**src/rtl/mp_reg_file_if.sv**
```systemverilog
// Register-file access bundle: read ports, write ports, issue strobe and scoreboard view.
interface mp_reg_file_if #(
    parameter int unsigned XLEN = 32,
    parameter int unsigned NREG = 32,
    parameter int unsigned NRD  = 2,
    parameter int unsigned NWR  = 2
);
    localparam int unsigned AW = $clog2(NREG);

    logic [NRD*AW-1:0]   rd_addr;
    logic [NRD*XLEN-1:0] rd_data;
    logic [NRD-1:0]      rd_pend;
    logic [NWR-1:0]      wr_en;
    logic [NWR*AW-1:0]   wr_addr;
    logic [NWR*XLEN-1:0] wr_data;
    logic                iss_en;
    logic [AW-1:0]       iss_addr;
    logic [NREG-1:0]     pend_vec;

    modport master (
        output rd_addr, wr_en, wr_addr, wr_data, iss_en, iss_addr,
        input  rd_data, rd_pend, pend_vec
    );

    modport slave (
        input  rd_addr, wr_en, wr_addr, wr_data, iss_en, iss_addr,
        output rd_data, rd_pend, pend_vec
    );
endinterface

```
**src/rtl/mp_reg_file.sv**
```systemverilog
// Multi-port register file with optional write-to-read forwarding and a per-register
// pending scoreboard. Register 0 is hard-wired to zero and is never pending.
module mp_reg_file #(
    parameter int unsigned     XLEN    = 32,
    parameter int unsigned     NREG    = 32,
    parameter int unsigned     NRD     = 2,
    parameter int unsigned     NWR     = 2,
    parameter int unsigned     BYPASS  = 1,
    parameter int unsigned     SP_IDX  = 2,
    parameter logic [XLEN-1:0] SP_INIT = XLEN'(32'h0000_FFFC)
) (
    input  logic          clk,
    input  logic          rst,
    mp_reg_file_if.slave  bus
);
    localparam int unsigned AW = $clog2(NREG);

    logic [XLEN-1:0] regs_q [NREG];
    logic [XLEN-1:0] regs_d [NREG];
    logic [NREG-1:0] pend_q;
    logic [NREG-1:0] pend_d;

    logic [AW-1:0]   ra;
    logic [XLEN-1:0] rdata;
    logic            hit;

    // Write resolution: later ports overwrite earlier ones, so the highest index wins.
    always_comb begin
        regs_d = regs_q;
        for (int p = 0; p < int'(NWR); p++) begin
            if (bus.wr_en[p] && (bus.wr_addr[p*AW +: AW] != '0)) begin
                regs_d[bus.wr_addr[p*AW +: AW]] = bus.wr_data[p*XLEN +: XLEN];
            end
        end
        regs_d[0] = '0;
    end

    // Scoreboard: writes clear, issue sets afterwards so a same-cycle issue wins.
    always_comb begin
        pend_d = pend_q;
        for (int p = 0; p < int'(NWR); p++) begin
            if (bus.wr_en[p]) begin
                pend_d[bus.wr_addr[p*AW +: AW]] = 1'b0;
            end
        end
        if (bus.iss_en) begin
            pend_d[bus.iss_addr] = 1'b1;
        end
        pend_d[0] = 1'b0;
    end

    always_ff @(posedge clk or posedge rst) begin
        if (rst) begin
            for (int unsigned i = 0; i < NREG; i++) begin
                regs_q[AW'(i)] <= (i == SP_IDX) ? SP_INIT : '0;
            end
            pend_q <= '0;
        end else begin
            regs_q <= regs_d;
            pend_q <= pend_d;
        end
    end

    // Zero-latency read ports with optional forwarding from the current write ports.
    always_comb begin
        bus.rd_data = '0;
        bus.rd_pend = '0;
        ra          = '0;
        rdata       = '0;
        hit         = 1'b0;
        for (int p = 0; p < int'(NRD); p++) begin
            ra    = bus.rd_addr[p*AW +: AW];
            rdata = (ra == '0) ? '0 : regs_q[ra];
            hit   = 1'b0;
            if (BYPASS != 0) begin
                for (int w = 0; w < int'(NWR); w++) begin
                    if (bus.wr_en[w] && (bus.wr_addr[w*AW +: AW] == ra) && (ra != '0)) begin
                        rdata = bus.wr_data[w*XLEN +: XLEN];
                        hit   = 1'b1;
                    end
                end
            end
            bus.rd_data[p*XLEN +: XLEN] = rdata;
            bus.rd_pend[p]              = pend_q[ra] & ~hit;
        end
    end

    assign bus.pend_vec = pend_q;

endmodule

```
**src/flat_wrapper.sv**
```systemverilog
// flat-port wrapper written by rule: the top's interface ports become plain ports
module mp_reg_file_flat 
#(
    parameter int unsigned     XLEN    = 32,
    parameter int unsigned     NREG    = 32,
    parameter int unsigned     NRD     = 2,
    parameter int unsigned     NWR     = 2,
    parameter int unsigned     BYPASS  = 1,
    parameter int unsigned     SP_IDX  = 2,
    parameter logic [XLEN-1:0] SP_INIT = XLEN'(32'h0000_FFFC)
)
  (clk, rst, bus_rd_addr, bus_wr_en, bus_wr_addr, bus_wr_data, bus_iss_en, bus_iss_addr, bus_rd_data, bus_rd_pend, bus_pend_vec);
  mp_reg_file_if #(.XLEN(XLEN), .NREG(NREG), .NRD(NRD), .NWR(NWR)) bus_i ();
  input  logic clk;
  input  logic rst;
  input wire logic [$bits(bus_i.rd_addr)-1:0] bus_rd_addr;
  input wire logic [$bits(bus_i.wr_en)-1:0] bus_wr_en;
  input wire logic [$bits(bus_i.wr_addr)-1:0] bus_wr_addr;
  input wire logic [$bits(bus_i.wr_data)-1:0] bus_wr_data;
  input wire logic [$bits(bus_i.iss_en)-1:0] bus_iss_en;
  input wire logic [$bits(bus_i.iss_addr)-1:0] bus_iss_addr;
  output wire logic [$bits(bus_i.rd_data)-1:0] bus_rd_data;
  output wire logic [$bits(bus_i.rd_pend)-1:0] bus_rd_pend;
  output wire logic [$bits(bus_i.pend_vec)-1:0] bus_pend_vec;
  assign bus_i.rd_addr = bus_rd_addr;
  assign bus_i.wr_en = bus_wr_en;
  assign bus_i.wr_addr = bus_wr_addr;
  assign bus_i.wr_data = bus_wr_data;
  assign bus_i.iss_en = bus_iss_en;
  assign bus_i.iss_addr = bus_iss_addr;
  assign bus_rd_data = bus_i.rd_data;
  assign bus_rd_pend = bus_i.rd_pend;
  assign bus_pend_vec = bus_i.pend_vec;
  mp_reg_file #(.XLEN(XLEN), .NREG(NREG), .NRD(NRD), .NWR(NWR), .BYPASS(BYPASS), .SP_IDX(SP_IDX), .SP_INIT(SP_INIT)) u_core (.clk(clk), .rst(rst), .bus(bus_i));
endmodule
```
**config.mk**
```make
export PLATFORM = sky130hd
export DESIGN_NAME = mp_reg_file_flat
export DESIGN_NICKNAME = d
export VERILOG_FILES = /design/src/rtl/mp_reg_file_if.sv /design/src/rtl/mp_reg_file.sv /design/src/flat_wrapper.sv
export SDC_FILE = /design/constraint.sdc
export NUM_CORES = 2
export LEC_CHECK = 0
export ABC_CLOCK_PERIOD_IN_PS = 45200
export BUFFER_PORTS_ARGS = -buffer_cell sky130_fd_sc_hd__buf_2
export CORE_MARGIN = 2
export CORE_UTILIZATION = 40
export CTS_CLUSTER_SIZE = 8
export DETAILED_ROUTE_END_ITERATION = 8
export PLACE_DENSITY = 0.67
export SYNTH_ARGS = -nofsm -noshare
export SYNTH_HDL_FRONTEND = slang
export SYNTH_SLANG_ARGS = --single-unit
```
**constraint.sdc**
```tcl
create_clock -name clk -period 45.2 [get_ports clk]
set_input_delay 2.26 -clock clk [delete_from_list [all_inputs] [get_ports clk]]
set_output_delay 2.26 -clock clk [all_outputs]
set_load 0.02 [all_outputs]
```
# After elaboration in Yosys (flattened, before gate mapping)
# Index checks and enable logic that the tools add are counted.
word_totals:
  ff_bits: 1023
  latch_bits: 0
  ram_bits: 0
  romBits: 0
  n_memories: 0
classes:
  addsub: 0
  mul: 0
  div: 0
  n_lt_le_gt_ge: 14
  n_eq_ne: 4
  shifts: 0
  mux: 37
  bitwise: 13
  n_reduce_logical: 21
op_table:
  columns: ["cell", "n"]
  rows:
  - ["$bwmux 1024", 2]
  - ["$mux 1024", 1]
  - ["$mux 992", 1]
  - ["$mux 32", 15]
  - ["$bmux 32 s5", 2]
  - ["$demux 32 s5", 2]
  - ["$and 32x32->32", 2]
  - ["$not 32->32", 2]
  - ["$or 32x32->32", 1]
  - ["$lt 5x6->1 const B", 5]
  - ["$ge 6x6->1 const B", 4]
  - ["$not 5->6", 4]
  - ["$eq 5x5->1", 4]
  - ["$reduce_bool 5->1", 4]
  - ["$demux 1 s5", 3]
  - ["$ge 5x1->1 const B", 3]
  - ["$logic_and 1x1->1", 15]
  - ["$lt 6x1->1 const B", 2]
  - ["$bmux 1 s5", 2]
  - ["$logic_not 5->1", 2]
  - ["$mux 1", 9]
  - ["$and 1x1->1", 2]
  - ["$not 1->1", 2]

# Logic depth before layout (Yosys ltp)
depth:
  depth_word: 11
  mapped_depth: 10
  depth_no_buf: 5

# Least setup slack after synthesis
# Ideal clock, no wire load.
synth_path:
  path_type: "input port to output port"
  start: "input bus_rd_addr[5]"
  end: "output bus_rd_data[32]"
  arrival_ps: 4180
  slack_ps: 38760
  path_stages: 6
  path_cell_list: "buf_2 -> buf_2 -> buf_2 -> mux4_2 -> a2111oi_0 -> o221ai_1"
synth_between:
  elab_chain_len: 7
  elab_cells_between_ends: 15
  cone_classes: "2 x eq/ne; 6 x mux; 1 x bitwise; 6 x reduce/logical"
synth_rtl:
  columns: ["element", "line_no", "rtl"]
  rows:
  - ["start: declaration", "flat_wrapper.sv:16", "input wire logic [$bits(bus_i.rd_addr)-1:0] bus_rd_addr;"]
  - ["$not 5->6 (implied by the code)", "mp_reg_file.sv:73", "rdata = (ra == '0) ? '0 : regs_q[ra];"]
  - ["$bmux 32 s5", "mp_reg_file.sv:73", null]
  - ["$mux 32 (implied by the code) (2 in a row)", "mp_reg_file.sv:73", null]
  - ["$mux 32", "mp_reg_file.sv:73", null]
  - ["$mux 32", "mp_reg_file.sv:77", "if (bus.wr_en[w] && (bus.wr_addr[w*AW +: AW] == ra) && (ra != '0)) begin"]
  - ["$mux 32 (*)", "mp_reg_file.sv:77", null]
  - ["end: declaration", "flat_wrapper.sv:22", "output wire logic [$bits(bus_i.rd_data)-1:0] bus_rd_data;"]
# Mark *: on every way between the ends. The rest lies on a longest branch, timed or not. The select of a mux whose other input is x is not followed.

# Worst setup path in the final report
layout_path:
  start: "input bus_rd_addr[0]"
  end: "output bus_rd_data[16]"
# The elaborated chain is that of the path after synthesis.

==> flow_summary.toml <==
[sta]
timing_max_transition_violations_final = 0
max_freq_mhz = 106.0
final_clock_skew_ns = 0
count_of_endpoints_failing_hold_in_the_final_timing_report = 0
final.setup.tns_ns = 0
relSlewSlack_pct = 5.545
final_period_minus_worst_setup_slack_ns = 9.438
min_period_over_period_pct = 20.88
rsz_0062_raised_after_global_routing = "no"
measured_slew_at_the_worst_slew_check_pin_ns = 1.413
final_setup_violations = 0
fin_ws_ns = 35.76

[power_and_ir_drop]
p_per_area_mw_per_mm2 = 45.70
combinational_cell_fraction_of_total_power_pct = 25.2
sw_frac_of_total_pct = 32.56
pwr-share-seq_pct = 42.3
vdd_drop_max_v = 0.00004219
static-leakage-power_uw = 0.03026
switching_power_uw = 1042
p_int_uw = 2158
clk_network_pwr_share_pct = 32.5

[global_routing]
first_global_vias = 56629
grt_start_max_net_pins = 165
grt_first_pass_wirelength_mm = 418.5
grt-ovfl-total = 0
grt.busiest_layer = "met2"
antenna_violations_before_repair = 37
global_route.usage.met3_pct = 19.10
groute.layer.met2.usage_pct = 46.15
grt_use_met1_pct = 44.39
track_usage_pct = 35.52

[final_layout]
instances_no_fill = 8274
final_layout_size_suffix_gt1_share_pct = 19.68
multiInputGateArea_sq_mm = 0.03512
area.growth.synth_to_final_pct = 9.405
nets_final = 6205
num-fill-cells = 14634
register_area_sq_mm = 0.02562

[clock_tree]
worstSkewPairLatency_ns = 0.81
cts_num_sinks = 1023
tritoncts = "built"
cts.root.buffer_cell = "clkbuf_16"
cts.path.max_buffers = 3
gates_resized_cts_repair = 0
cts_setup_buffers = 0
tritoncts.num_buffers = 146
cts-hold-fix-buffers = 0
h-tree-depth = 4
clock_slew_at_the_register_clock_pins_of_the_worst_setup_and_hold_paths_ns = 0.05

[logic_synthesis]
post_synth_edffs = 0
synth_seq_cells = 1023
syn_area_sq_mm = 0.06402
synth-async-reset-ratio_pct = 100.0
post_synth.cell_area_avg_sq_um = 9.970
synthCells = 6421
yosys.cell_types.count = 58
seq_area_frac_synth_pct = 40.01
synth.net_count = 6515
dominantRegCellSynth = "dfrtp_1"
synth-warning-count = 0

[placed_design]
io_buffers = 190
dp_slack_ns = 35.77
routabilityCongestion = 0.9684
numPlacedInstances = 8034
dp_hpwl_mm = 170.0

[worst_setup_path]
startpoint_type_of_the_worst_setup_path = "input pin"
nature_of_the_critical_path_endpoint = "output port"
cp_slowest_cell = "buf_4"
path_type_of_the_worst_setup_path = "in2out"
list_of_cells_traversed_by_the_critical_path = "buf_8 > buf_4 > buf_4 > buf_4 > mux4_2 > nor2b_1 > nor3_1 > a2111oi_0 > o221ai_1 > buf_2"
cp_max_fo = 74
worstPathRequired_ns = 42.94
worst_stage_delay_on_the_critical_path_ns = 0.81
worstPathArrival_ns = 7.18
cp_common_cell = "buf_4"

[floorplan]
dieWidth_um = 404.1
die_height_um = 404.1
die-area_sq_mm = 0.1633
initial_core_utilization_pct = 40.33
num_rows = 146
design.core.area_sq_mm = 0.1587
ios = 192

[routing]
first_iter_violations = 11707
num_vias = 60544
ant_nets = 0
route.detailed.vias_per_inst = 7.317
wire_per_inst_um = 36.10
drt_pre_antenna_iters = 9
post-route-drc-count = 16
final_wl_mm = 298.7

[worst_hold_path]
hp-class = "reg2reg"

[run_status]
violations = "design-rule violations"
result_of_the_run = "finished with violations"

[job]
maxCapViolations = 0
[synthesized netlist by cell type (31+ instances only)]
cell	number	area, sq um
a21oi_1	340	1702
buf_2	166	830.8
nor2_1	469	1760
mux2_2	70	788.3
buf_1	59	221.5
a32o_1	31	310.3
o21ai_0	648	3243
mux2i_1	415	4154
mux4_2	464	10450
o22ai_1	126	788.3
and3_1	64	400.4
clkbuf_1	543	2038
nand3_1	68	340.3
nand2_1	808	3033
o221ai_1	62	543.0
a22oi_1	491	3686
nor2b_1	67	419.2
a221oi_1	105	919.6
a2111oi_0	48	420.4
dfrtp_1	1009	25250
o21ai_1	44	220.2
inv_1	53	198.9
nor3_1	69	345.3
[path summary, 6_finish.rpt]
| kind | start | end | slack, ns | cells past startpoint |
|---|---|---|---|---|
| max | bus_rd_addr[0] | bus_rd_data[16] | 35.76 | 10 |
| min | u_core.regs_q[55] | u_core.regs_q[55] | 0.56 | 2 |
| max reg2reg | u_core.regs_q[927] | u_core.regs_q[927] | 44.18 | 2 |
| min reg2reg | u_core.regs_q[55] | u_core.regs_q[55] | 0.56 | 2 |
| max in group asynchronous | rst | u_core.regs_q[528] | 40.17 | 5 |
| min in group asynchronous | rst | u_core.regs_q[866] | 1.61 | 2 |
[sequential cells by signal (all words and copies together), names as in the netlist]
signal	count
u_core.bus.pend_vec	31
u_core.regs_q	992
[through the flow]
stage	utilization (%)	total power, uW	hold slack, ns	cell area, sq um
final	44.12	3201	0.5611	70040
after global routing	44.10	3301	0.5901	70010
after floorplan	-	1889	0.5134	64020
after CTS	44.08	3156	0.5585	69980
after global placement	41.49	2090	0.5301	65860
after detailed placement	41.49	2130	0.5451	65860
[logic make-up (layout without fill, tap and decap cells)]
family / count (synthesis) / in the layout / synth area share (%)
AOI/OAI and AO/OA: 1928 / 1928 / 19.10
xor gates and xnor gates: 20 / 20 / 0.2736
buffers and inverters: 872 / 634 / 5.838
DFF: 1023 / 1023 / 40.01
muxes: 949 / 949 / 24.04
other: 1 / 20 / 0.005858
and+or+nand+nor: 1628 / 1628 / 10.73
[per-layer routing]
layer	share of wire, %	wire length [um]	vias to the layer above
met5	0.27	798	-
met4	8.3	24770	60
met2	39	115100	6269
met3	18	54700	1591
met1	35	103300	29376
li1	-	-	23248
[final cells by class]
class	count	share of cell area, %
sequential	1023	36.58
antenna	19	0.06788
multi-input combinational	4526	50.15
clock buffer	207	5.665
inverter	54	0.3001
tap	2072	3.701
clock inverter	13	0.2090
timing repair buffer	360	3.333
[worst max-delay path, delay by kind of cell]
kind / cells / cell delay [ns]
mux: 1 / 0.59
simple gates: 2 / 0.17
buf+inv: 5 / 3.29
compound gates: 2 / 0.75
[placed cells by master, fill, tap and decap left out, types with 6 or more instances in the layout]
master	count
a2111oi_0	40
a2111oi_1	8
a2111oi_2	12
a21oi_1	339
a221oi_1	105
a22oi_1	491
a32o_1	31
and3_1	64
buf_2	182
buf_4	169
clkbuf_1	57
clkbuf_16	150
dfrtp_1	1009
dfstp_2	14
diode_2	19
inv_1	52
inv_6	6
mux2_2	70
mux2i_1	415
mux4_2	464
nand2_1	773
nand2_2	32
nand2_4	8
nand3_1	66
nand3b_1	8
nor2_1	429
nor2_2	34
nor2_4	33
nor2b_1	64
nor3_1	69
o21ai_0	648
o21ai_1	44
o221ai_1	62
o22ai_1	126
or2_2	6
xnor2_1	15
[power by group through the flow]
stage                     registers [uW]  logic, uW  clock network (uW)
after floorplan                     1290        596                   0
after global placement              1330        761                   0
after detailed placement            1350        784                   0
after CTS                           1340        784                1040
after global routing                1370        856                1070
final                               1350        808                1040
Note: power is estimated with default switching activity, not from simulation.
